===== src/rtl/cpu_pkg.sv =====
// rtl/cpu_pkg.sv - shared opcodes, datapath types and writeback FSM states
package cpu_pkg;

  localparam logic [3:0] OP_NOP  = 4'h0;
  localparam logic [3:0] OP_LOAD = 4'h8;
  localparam logic [3:0] OP_LI   = 4'h9;
  localparam logic [3:0] OP_MOV  = 4'hA;
  localparam logic [3:0] OP_HALT = 4'hF;

  typedef logic [2:0] reg_addr_t;
  typedef logic [7:0] data_t;

  typedef enum logic {
    ST_RUN    = 1'b0,
    ST_HALTED = 1'b1
  } wb_state_t;

endpackage


===== src/rtl/regfile_2r1w.sv =====
// rtl/regfile_2r1w.sv - register storage with two combinational read ports and write-first bypass
module regfile_2r1w #(
  parameter int DATA_W      = 8,
  parameter int NREGS       = 8,
  parameter int ZERO_REG_EN = 1,
  parameter int AW          = $clog2(NREGS)
) (
  input  logic              clk,
  input  logic              reset,
  input  logic              i_we,
  input  logic [AW-1:0]     i_waddr,
  input  logic [DATA_W-1:0] i_wdata,
  input  logic [AW-1:0]     i_raddr1,
  input  logic [AW-1:0]     i_raddr2,
  output logic [DATA_W-1:0] o_rdata1,
  output logic [DATA_W-1:0] o_rdata2
);

  logic [DATA_W-1:0] r_regs [NREGS];
  logic              w_zero1;
  logic              w_zero2;
  logic              w_wzero;

  assign w_zero1 = (ZERO_REG_EN != 0) && (i_raddr1 == '0);
  assign w_zero2 = (ZERO_REG_EN != 0) && (i_raddr2 == '0);
  assign w_wzero = (ZERO_REG_EN != 0) && (i_waddr == '0);

  // The zero-register rule wins over the bypass so r0 always reads 0.
  assign o_rdata1 = w_zero1 ? '0 :
                    (i_we && (i_raddr1 == i_waddr)) ? i_wdata : r_regs[i_raddr1];
  assign o_rdata2 = w_zero2 ? '0 :
                    (i_we && (i_raddr2 == i_waddr)) ? i_wdata : r_regs[i_raddr2];

  always_ff @(posedge clk) begin
    if (reset) begin
      for (int i = 0; i < NREGS; i++) begin
        r_regs[i] <= '0;
      end
    end else if (i_we && !w_wzero) begin
      r_regs[i_waddr] <= i_wdata;
    end
  end

endmodule


===== src/rtl/wb_regfile.sv =====
// rtl/wb_regfile.sv - writeback source select, halt FSM, retire counter and register file
module wb_regfile
  import cpu_pkg::*;
#(
  parameter int DATA_W      = 8,
  parameter int NREGS       = 8,
  parameter int ZERO_REG_EN = 1,
  parameter int CNT_W       = 16,
  parameter int AW          = $clog2(NREGS)
) (
  input  logic              clk,
  input  logic              reset,
  input  logic              valid_i,
  input  logic              writeReg_i,
  input  logic [AW-1:0]     regD_i,
  input  logic [3:0]        opcode_i,
  input  logic [DATA_W-1:0] alu_reg_i,
  input  logic [DATA_W-1:0] q_i,
  input  logic [DATA_W-1:0] data1_i,
  input  logic [2:0]        imm_i,
  input  logic [AW-1:0]     raddr1_i,
  input  logic [AW-1:0]     raddr2_i,
  output logic [DATA_W-1:0] rdata1_o,
  output logic [DATA_W-1:0] rdata2_o,
  output logic [DATA_W-1:0] wb_data_o,
  output logic              wb_en_o,
  output logic              halted_o,
  output logic [CNT_W-1:0]  retired_o
);

  wb_state_t        r_state;
  logic [CNT_W-1:0] r_retired;
  logic             w_halted;
  logic             w_dst_zero;

  assign w_halted   = (r_state == ST_HALTED);
  assign w_dst_zero = (ZERO_REG_EN != 0) && (regD_i == '0);

  always_comb begin
    wb_data_o = alu_reg_i;
    case (opcode_i)
      OP_LOAD: wb_data_o = q_i;
      OP_LI:   wb_data_o = {{(DATA_W-3){1'b0}}, imm_i};
      OP_MOV:  wb_data_o = data1_i;
      default: wb_data_o = alu_reg_i;
    endcase
  end

  assign wb_en_o = valid_i && writeReg_i && !w_halted && !reset && !w_dst_zero;

  // Once halted, only reset brings the stage back; the HALT itself still retires.
  always_ff @(posedge clk) begin
    if (reset) begin
      r_state   <= ST_RUN;
      r_retired <= '0;
    end else if (r_state == ST_RUN && valid_i) begin
      if (r_retired != '1) begin
        r_retired <= r_retired + CNT_W'(1);
      end
      if (opcode_i == OP_HALT) begin
        r_state <= ST_HALTED;
      end
    end
  end

  assign halted_o  = w_halted;
  assign retired_o = r_retired;

  regfile_2r1w #(
    .DATA_W      (DATA_W),
    .NREGS       (NREGS),
    .ZERO_REG_EN (ZERO_REG_EN),
    .AW          (AW)
  ) u_regfile (
    .clk      (clk),
    .reset    (reset),
    .i_we     (wb_en_o),
    .i_waddr  (regD_i),
    .i_wdata  (wb_data_o),
    .i_raddr1 (raddr1_i),
    .i_raddr2 (raddr2_i),
    .o_rdata1 (rdata1_o),
    .o_rdata2 (rdata2_o)
  );

endmodule


===== config.mk =====
export PLATFORM = sky130hd
export DESIGN_NAME = wb_regfile
export DESIGN_NICKNAME = d
export VERILOG_FILES = /design/src/rtl/cpu_pkg.sv /design/src/rtl/regfile_2r1w.sv /design/src/rtl/wb_regfile.sv
export SDC_FILE = /design/constraint.sdc
export NUM_CORES = 1
export LEC_CHECK = 0
export CAP_MARGIN = 20
export CELL_PAD_IN_SITES_DETAIL_PLACEMENT = 1
export CELL_PAD_IN_SITES_GLOBAL_PLACEMENT = 2
export CORE_ASPECT_RATIO = 1.4
export CORE_MARGIN = 1
export CORE_UTILIZATION = 36
export DETAILED_ROUTE_END_ITERATION = 10
export MAX_ROUTING_LAYER = met4
export PLACE_DENSITY_LB_ADDON = 0.1
export SLEW_MARGIN = 25
export SYNTH_ARGS = -nofsm -noshare
export SYNTH_HDL_FRONTEND = slang
export SYNTH_HIERARCHICAL = 1
export SYNTH_SLANG_ARGS = --single-unit

===== constraint.sdc =====
create_clock -name clk -period 3.3 [get_ports clk]
set_input_delay 0.66 -clock clk [delete_from_list [all_inputs] [get_ports clk]]
set_output_delay 0.66 -clock clk [all_outputs]
set_load 0.05 [all_outputs]

* After elaboration in Yosys (flattened, before gate mapping) *
Memories as Yosys holds them, arrays and structs flattened.
Cells that the tools add are included.

operators by class
  reduce and logical (&&, ||, !) cells = 17
  add/subtract/negate cells = 1
  mux-type cells = 13
  bitwise gates (word level) = 1
  equal/unequal tests = 7

operators with widths
  kind                                                              number
  8-bit 2-to-1 mux                                                  5
  8-bit one-hot mux with 3 select lines                             1
  16-bit by 1-bit adder with 16-bit output (second input constant)  1
  4-bit equality test (second input constant)                       4
  16-bit inequality test (second input constant)                    1
  3-bit zero test                                                   3
  1-bit logical AND                                                 8
  8-bit OR reduction                                                1
  3-bit equality test                                               2
  1-bit 2-to-1 mux                                                  6
  2-bit AND reduction                                               2
  1-bit zero test                                                   3
  3-bit 2-to-1 mux                                                  1
  1-bit NOT                                                         1

storage, ports and cells
  memory bits (writable) = 64
  bits in registers = 17
  output and inout bits = 42
  input bits = 44
  memories kept = 1

memories
  memory            depth  bits a word  read ports  clocked after Yosys merged registers in  wr ports  RTL line            source
  u_regfile.r_regs  8      8            2           0                                        8         regfile_2r1w.sv:19  logic [DATA_W-1:0] r_regs [NREGS];

* Depth between registers and ports, before layout *
Gate-level depths: netlist (run 1).

  depth in word-level cells = 10
  gate-level depth with buffers = 7
  depth with buffers taken out = 6

* Cells and area by module *
The synthesis (run 1) kept the hierarchy.

modules (own cells, without submodules)
  module        times used  area an instance (sq um)  cells an instance  seq. area each (sq um)
  regfile_2r1w  1           3724.8                    243                1921.8
  wb_regfile    1           1168.6                    148                340.3

* Least setup slack after synthesis (run 1) *
No wires, ideal clock.

  path type = register to output
  start = register r_state, in the netlist halted_o
  end = output port rdata1_o[6]
  arrival = 4950 ps
  stages on the path, launching flop included = 7
  path slack = -2310 ps
  cells stage by stage = dfxtp_1 > nand2b_1 > clkbuf_1 > nor4b_1 > nand4_2 > buf_6 > a211oi_1

on the way
  cells in the longest elaborated chain, start to end = 7

ends and longest elaborated chain
  what                             RTL line            source
  start, declared                  wb_regfile.sv:31    wb_state_t r_state;
  start signal, assigned           wb_regfile.sv:54    r_state <= ST_RUN;
  start signal, assigned           wb_regfile.sv:61    r_state <= ST_HALTED;
  1-bit zero test                  wb_regfile.sv:49    assign wb_en_o = valid_i && writeReg_i && !w_halted && !reset && !w_dst_zero;
  1-bit logical AND (3 in series)  wb_regfile.sv:49
  via wb_en_o                      wb_regfile.sv:26    output logic wb_en_o,
  1-bit logical AND                regfile_2r1w.sv:30  (i_we && (i_raddr1 == i_waddr)) ? i_wdata : r_regs[i_raddr1];
  8-bit 2-to-1 mux                 regfile_2r1w.sv:30
  8-bit 2-to-1 mux                 regfile_2r1w.sv:29  assign o_rdata1 = w_zero1 ? '0 :
  end, declared                    wb_regfile.sv:23    output logic [DATA_W-1:0] rdata1_o,

The timed path passes the listed nets, and every way through them passes these cells.

* Final worst setup path (run 1) *
  start = input port raddr2_i[1]
  end = output port rdata2_o[1]

on the way
  cells in the longest elaborated chain, start to end = 4
  elaborated cells on any way between the ends = 6

ends and longest elaborated chain
  what                                                      RTL line            source
  start, declared                                           wb_regfile.sv:22    input logic [AW-1:0] raddr2_i,
  branches (longest 3 deep; another with memory 8 x 8 bit)  --
  8-bit 2-to-1 mux *                                        regfile_2r1w.sv:31  assign o_rdata2 = w_zero2 ? '0 :
  end, declared                                             wb_regfile.sv:24    output logic [DATA_W-1:0] rdata2_o,

Mark *: on every way between the ends.

==> results of run 1 <==
==> worst max-delay path by stage <==
stage / end / slack, ns
after detailed placement: rdata1_o[2] / -0.12
after CTS: rdata1_o[1] / 0.01
after global routing: rdata2_o[7] / 0.001
final: rdata2_o[1] / 0.04
after floorplan: rdata2_o[3] / -0.30
after global placement: rdata2_o[2] / -0.06
==> cell type report <==
class	instances	area [um^2]
fillers	1380	6292
multi-input cells	295	2719
flip-flops and latches	81	2263
repair buffers	131	1519
clock buffers	10	229.0
well taps	182	227.7
clock inverters	6	67.56
inverters	2	7.507
==> kinds of logic after synthesis <==
kind of cell / after synthesis / share of synthesized area [%]
buffers and inverters: 22 / 3.707
AO/OA/AOI/OAI: 55 / 7.236
multiplexers: 59 / 21.48
XOR/XNOR: 6 / 1.074
flip-flops: 81 / 46.23
other: 1 / 0.07663
adder cells (fa/ha/maj): 1 / 0.2556
AND/OR/NAND/NOR: 166 / 19.94
==> Yosys cell counts (all sizes together), types with 2 or more instances <==
cell type | count | area share, %
nand2 | 16 | 1.2
nand3 | 4 | 0.41
o41ai | 2 | 0.36
nor4 | 3 | 0.69
nand4 | 8 | 1.4
or2 | 11 | 1.4
nor3 | 8 | 0.82
and2 | 56 | 7.2
o22ai | 3 | 0.38
a21oi | 15 | 1.5
clkbuf | 5 | 0.46
xnor2 | 6 | 1.1
mux2i | 21 | 4.3
o21ai | 9 | 0.92
o31ai | 9 | 1.4
inv | 2 | 0.15
or3 | 2 | 0.28
dfxtp | 17 | 7.0
mux2 | 6 | 1.4
buf | 15 | 3.1
nand3b | 2 | 0.31
or4 | 8 | 1.3
nor2b | 4 | 0.51
edfxtp | 64 | 39
nor2 | 31 | 2.5
nand2b | 9 | 1.2
a211oi | 16 | 2.5
mux4 | 32 | 16
==> flip-flops by register name, summed over array words and instances (netlist names) <==
signal            cells
halted_o              1
retired_o            16
u_regfile/r_regs     64
==> report_power, final <==
group	switching, uW	leakage [uW]	internal [uW]
Sequential	28.8	0.000749	1150
Combinational	392	0.00167	378
Clock	414	0.000139	589
Total	835	0.00256	2120
==> cell usage in the layout, fill, tap and decap left out, types with 5 or more instances in the layout <==
cell	netlist	layout
o31ai_1	9	9
edfxtp_1	64	64
xnor2_1	6	6
nor2_1	28	28
nand4_1	5	5
or4_1	7	7
nand2_1	16	16
conb_1	1	8
buf_4	4	40
clkbuf_16	0	9
a211oi_4	0	7
mux2_2	6	6
nand2b_1	9	8
and2_1	56	56
a211oi_2	0	9
or2_2	11	11
buf_12	2	31
mux4_1	14	14
a21oi_1	15	12
clkdlybuf4s50_1	0	58
mux4_2	18	18
dfxtp_1	17	16
mux2i_1	21	18
nor3_1	8	6
==> per-stage QoR <==
step | TNS (ns) | hold WS (ns) | utilization, %
after floorplan | -3.320 | 0.6036 | -
after global routing | 0 | 0.5477 | 52.78
after CTS | 0 | 0.5317 | 52.54
final | 0 | 0.5225 | 52.78
after detailed placement | -0.5550 | 0.5219 | 50.10
after global placement | -0.08975 | 0.4941 | 50.10
==> routing by layer <==
metal	routed length (um)	vias to the layer above
li1	-	1763
met1	5622	1905
met2	8824	75
met3	364	22
met4	423	0
met5	0	-
==> timing repair <==
item                       in CTS  in global routing
setup endpoints to repair      14                 13
gates resized for setup         7                  5
setup buffers                   0                  1
pin swaps                       0                  4
hold buffers                    0                  0
==> worst reg2reg max path, delay by kind of cell (launching register included) <==
kind,cells,cell delay [ns]
simple gates,5,1.25
flops,1,0.34
buf+inv,2,0.32
==> results.md, run 1 <==
- Status: finished, final reports clean
- Num CTS Buffers: 9
- CP required: 2.64 ns
- Crit path max fanout: 15
- Final Cycle Share: 98.82%
- Area Overhead vs Synth: 43.72%
- Reg-to-reg endpoint: u_regfile/r_regs[2][5]
- # clock sinks: 81
- Root buffer cell: clkbuf_16
- Power, Total: 2950 uW
- I/O Buffers: 85
- HP Class: reg -> reg
- Sequential area share after synthesis: 46.23%
- Worst Hold End: halted_o
- # setup viols final: 0
- Synth warn: 6
- Via-per-instance ratio: 5.325
- Origin of the critical flop-to-flop path: halted_o
- Die height: 140.0 um
- Worst setup EP type: primary output
- Reg clk slew, reported paths: 0.06 ns
- Cells after DPL: 690
- Dpl ws: -0.1171 ns
- Crit path kind: in -> out
- MaxCap Viol Count: 0
- CTS tree: done
- Layout cells sized above 1: 31.43%
- Longest Clk Path Bufs: 2
- IO Pins: 86
- Remaining antenna violation count: 0
- Largest net degree at the start of global routing: 38
- R2R depth: 7
- Total number of vias: 3765
- Antenna violations before repair: 0
- WP depth: 7
- Routability cong.: 0.8195
- Via count of the first global-routing pass: 4261
- Ys async rst share: 0%
- Ys flop type: edfxtp_1
- Worst-margin pin slew: 1.089 ns
- Unrepaired setup endpoints after global routing: no
- Met2 GRT Util: 45.64%
- CP delay by family, top: buffers and inverters
- Die ar.: 14070 um^2
- Seq cells post-synth: 81
- Origin of the worst min-delay path: halted_o
- Power Density: 419.5 nW/um^2
- EDFF count, synth: 64
- Most crowded layer after global routing: met2
- Total GRT Usage: 24.16%
- Lkg Pwr: 0.002556 uW
- Area of placed instances: 6676 um^2
- Post-route design area: 7033 um^2
- R2R Setup Slk: 1.06 ns
- Ant diodes: 0
- Fin worst setup slack: 0.03891 ns
- Final Non-Filler Cells: 707
- Residual DRC count: 0
- Nets: 565
- Max stage delay on crit path: 0.65 ns
- Met1 Use GR: 24.76%
- H-tree depth: 3
- Placed wire-length estimate: 11.44 mm
- Arr. time, crit path: 2.60 ns
- Cell area after synthesis: 4893 um^2
- Met3 Track Usage GR: 3.743%
- Crit path from: raddr2_i[1]
- Cells after Synth: 391
- DR WL/cell: 21.55 um
- Syn Area/Cell: 12.52 um^2
- Period minus WS final: 3.261 ns
- First-pass GRT wire length: 24.01 mm
- Initial drt markers: 148
- Max-slew headroom: 27.02%
- Crit path max-delay cell type: mux4_1
- Clock latency on the worst-skew pair: 0.34 ns
- Fin. Hold Viols: 0
- Hold Path Stages: 2
- Initial core utilization: 36.72%
- Total routed wirelength: 15.24 mm
- Peak Freq: 306.6 MHz
- Worst-path cell chain: clkdlybuf4s50_1, buf_12, mux4_1, mux2i_1, buf_4, a211oi_4, buf_12
- Gr ovfl total: 0
- # rows: 50
- Fin Clk Skew: 0.006617 ns
- Crit path buffers/inverters: 4
- Crit-path most repeated cell: buf_12
- Synth cell types: 46
- DR pass1 iterations: 4
- Core area: 13330 um^2
- Worst vdd ir: 0.0002134 V
- DIE WIDTH: 100.5 um
- Worst setup SP type: input port
- Max-slew violations: 0
No activity file was read; power rests on OpenSTA's default activity.
==> inputs of run 2 (changes only) <==
--- a/config.mk
+++ b/config.mk
@@ -9,13 +9,12 @@
 export CELL_PAD_IN_SITES_DETAIL_PLACEMENT = 1
 export CELL_PAD_IN_SITES_GLOBAL_PLACEMENT = 2
 export CORE_ASPECT_RATIO = 1.4
-export CORE_MARGIN = 1
-export CORE_UTILIZATION = 36
+export CORE_MARGIN = 3
+export CORE_UTILIZATION = 34
 export DETAILED_ROUTE_END_ITERATION = 10
 export MAX_ROUTING_LAYER = met4
 export PLACE_DENSITY_LB_ADDON = 0.1
 export SLEW_MARGIN = 25
 export SYNTH_ARGS = -nofsm -noshare
 export SYNTH_HDL_FRONTEND = slang
-export SYNTH_HIERARCHICAL = 1
 export SYNTH_SLANG_ARGS = --single-unit
==> run 2 against run 1 <==
Die area is 8.7% higher. Clock power hardly changed. Non-clock buffer count is 13 higher. Combinational power is 3.1% lower. Flip-flop and latch count stayed put. Sequential power hardly changed. Maximum frequency is 0.52% lower. First-iteration DRC count is 37% higher. Global-route usage is 3.2 points lower. Via count is 6.1% higher. Critical path type unchanged.
==> results.md, run 2 <==
- Status: finished, final reports clean
- Power Density: 426.8 nW/um^2
- Commonest non-fill, non-tap cell in the layout: nor2_1
- CP required: 2.64 ns
- Origin of the critical flop-to-flop path: retired_o[0]
- Crit path max-delay cell type: clkdlybuf4s50_1
- Most crowded layer after global routing: met2
- Sequential area share after synthesis: 48.10%
- Layout cells sized above 1: 28.10%
- R2R Setup Slk: 1.26 ns
- Total routed wirelength: 15.37 mm
- HP Class: reg -> reg
- Cell Int Power: 2095 uW
- Final Core Density: 50.88%
- Sw power: 826.2 uW
- Nets: 613
- Power share of the sequential group: 40.8%
- Via-per-instance ratio: 5.289
- Worst-path cell chain: clkdlybuf4s50_1, nor4bb_2, a31oi_2, a21oi_2, buf_4, a211oi_2, buf_4, buf_12
- Mux cell area share after synthesis: 14.79%
- IO Pins: 86
- Switching part of the total: 28.28%
- Lkg Pwr: 0.002552 uW
- Peak Freq: 305.0 MHz
- Initial core utilization: 34.97%
- Seq cells post-synth: 81
- Worst-margin pin slew: 0.5934 ns
- Max reg flops: 64
- Combinational share of power: 25.5%
- Clock network fraction of total power: 33.7%
- TNS Setup: 0 ns
- Met1 Use GR: 24.86%
- # setup viols final: 0
- Period minus WS final: 3.278 ns
- Arr. time, crit path: 2.62 ns
- Reg clk slew, reported paths: 0.06 ns
- Cells after Synth: 435
- Longest Clk Path Bufs: 2
- Antenna violations before repair: 0
- Via count of the first global-routing pass: 4340
- Gr ovfl total: 0
- Fin. Hold Viols: 0
- Fillers: 1442
- Residual DRC count: 0
- Final Cycle Share: 99.34%
- EDFF count, synth: 64
- Crit path max fanout: 5
- Crit path kind: in -> out
- Ys async rst share: 0%
- Core area: 13450 um^2
- Commonest cells post-synth: 86 x nor2_1, 64 x edfxtp_1, 21 x a211oi_1, 21 x mux4_2, 18 x nand2_1
- Reg-to-reg endpoint: retired_o[7]
- Root buffer cell: clkbuf_16
- Largest Register: u_regfile.r_regs
- Clock latency on the worst-skew pair: 0.34 ns
- Remaining antenna violation count: 0
- Total number of vias: 3993
- DR pass1 iterations: 4
- Commonest cells after routing, fill and taps aside: 86 x nor2_1, 64 x edfxtp_1, 58 x buf_4
- Post-Synth Simple-Gate Area: 17.88%
- Worst vdd ir: 0.0002731 V
- Placed wire-length estimate: 11.56 mm
- Post-synthesis adder-cell area fraction: 0.2660%
- Count leader, synth: nor2_1
- Max stage delay on crit path: 0.63 ns
- Max-slew headroom: 60.22%
- Fin Clk Skew: 0.005245 ns
- Main combinational cell family by area after synthesis: simple AND/OR/NAND/NOR gates
- Met2 GRT Util: 36.65%
- Num CTS Buffers: 9
- I/O Buffers: 85
- Worst setup SP type: input port
- H-tree depth: 3
- Synth warn: 0
- CTS tree: done
- First-pass GRT wire length: 24.28 mm
- Initial drt markers: 203
- Crit-path most repeated cell: buf_4
- Ant diodes: 0
- Die ar.: 15300 um^2
- Die height: 145.2 um
- DR WL/cell: 20.36 um
- # clock sinks: 81
- Unrepaired setup endpoints after global routing: yes
- Met3 Track Usage GR: 3.115%
- Synth Area in XOR/XNOR: 2.793%
- Cell area after synthesis: 4703 um^2
- Area Overhead vs Synth: 45.52%
- Compound-gate portion of the synthesized area: 12.05%
- DIE WIDTH: 105.4 um
- Setup crit end: rdata2_o[5]
- Max-slew violations: 0
- # rows: 50
- Syn Area/Cell: 10.81 um^2
- Total GRT Usage: 20.96%
- Top cell type's share of synthesized area: 40.86%
- Ys flop type: edfxtp_1
- Number of hold buffers added after cts: 0
- MaxCap Viol Count: 0
- R2R depth: 6
- Synth cell types: 50
- Min Hold Slack: 0.5292 ns
- Routability cong.: 0.8279
- Crit path from: raddr2_i[1]
- Biggest area consumer among synthesized cells: edfxtp_1
- Worst setup EP type: primary output
- Synth area leaders: edfxtp_1 41%, mux4_2 10%, dfxtp_1 7.2%
- Largest net degree at the start of global routing: 33
[run 2: metrics by stage]
stage,area (um^2),power (uW),worst slack (ns),instances
floorplan,4770,1579,-0.2218,442
global placement,6311,1916,-0.1680,731
detailed placement,6311,1929,-0.2011,731
CTS,6704,2925,-0.01921,751
global route,6844,3037,-0.05882,755
finish,6844,2921,0.02179,755
[run 2: worst min-delay path by stage]
stage	startpoint	end	depth (start not counted)
floorplan	halted_o	halted_o	2
global placement	retired_o[10]	retired_o[10]	2
detailed placement	retired_o[10]	retired_o[10]	2
CTS	retired_o[10]	retired_o[10]	2
global route	retired_o[15]	retired_o[15]	1
finish	retired_o[10]	retired_o[10]	2
[run 2: cell type report]
type	count	area [um^2]	area share, %
repair buffers	144	1572	22.96
well taps	182	227.7	3.327
flip-flops and latches	81	2262	33.05
clock inverters	7	71.32	1.042
multi-input cells	322	2449	35.78
inverters	10	37.54	0.5484
clock buffers	9	225.2	3.291
[run 2: logic make-up (layout without fill, tap and decap cells)]
| kind of cell | after synthesis | after routing |
|---|---|---|
| xor+xnor | 15 | 15 |
| simple gates | 175 | 175 |
| mux | 42 | 42 |
| buf+inv | 40 | 170 |
| other cells | 1 | 8 |
| compound gates | 80 | 81 |
| fa+ha+maj | 1 | 1 |
| flops | 81 | 81 |
[run 2: worst max-delay path: cells and delay by family]
family / cells / cell delay, ns
buffers and inverters: 4 / 1.10
AO/OA/AOI/OAI: 3 / 0.75
AND/OR/NAND/NOR: 1 / 0.10
[run 2: timing repair]
item / CTS / global route
setup buffers: 3 / 3
resized for setup: 13 / 20
setup endpoints to repair: 16 / 16
pin swaps: 4 / 2
gates cloned: 1 / 1
[run 2: metal layers]
metal	share of wire [%]	up-vias	routed length [um]
met5	0	-	0
met4	1.3	0	197
met3	3.4	15	520
met2	55	104	8438
met1	40	1989	6216
li1	-	1885	-
[run 2: power by group through the flow]
stage	logic (uW)	registers, uW	clock network [uW]
after detailed placement	718	1210	0
after floorplan	377	1200	0
after global routing	789	1200	1050
after global placement	710	1210	0
after CTS	731	1190	1000
final	746	1190	984
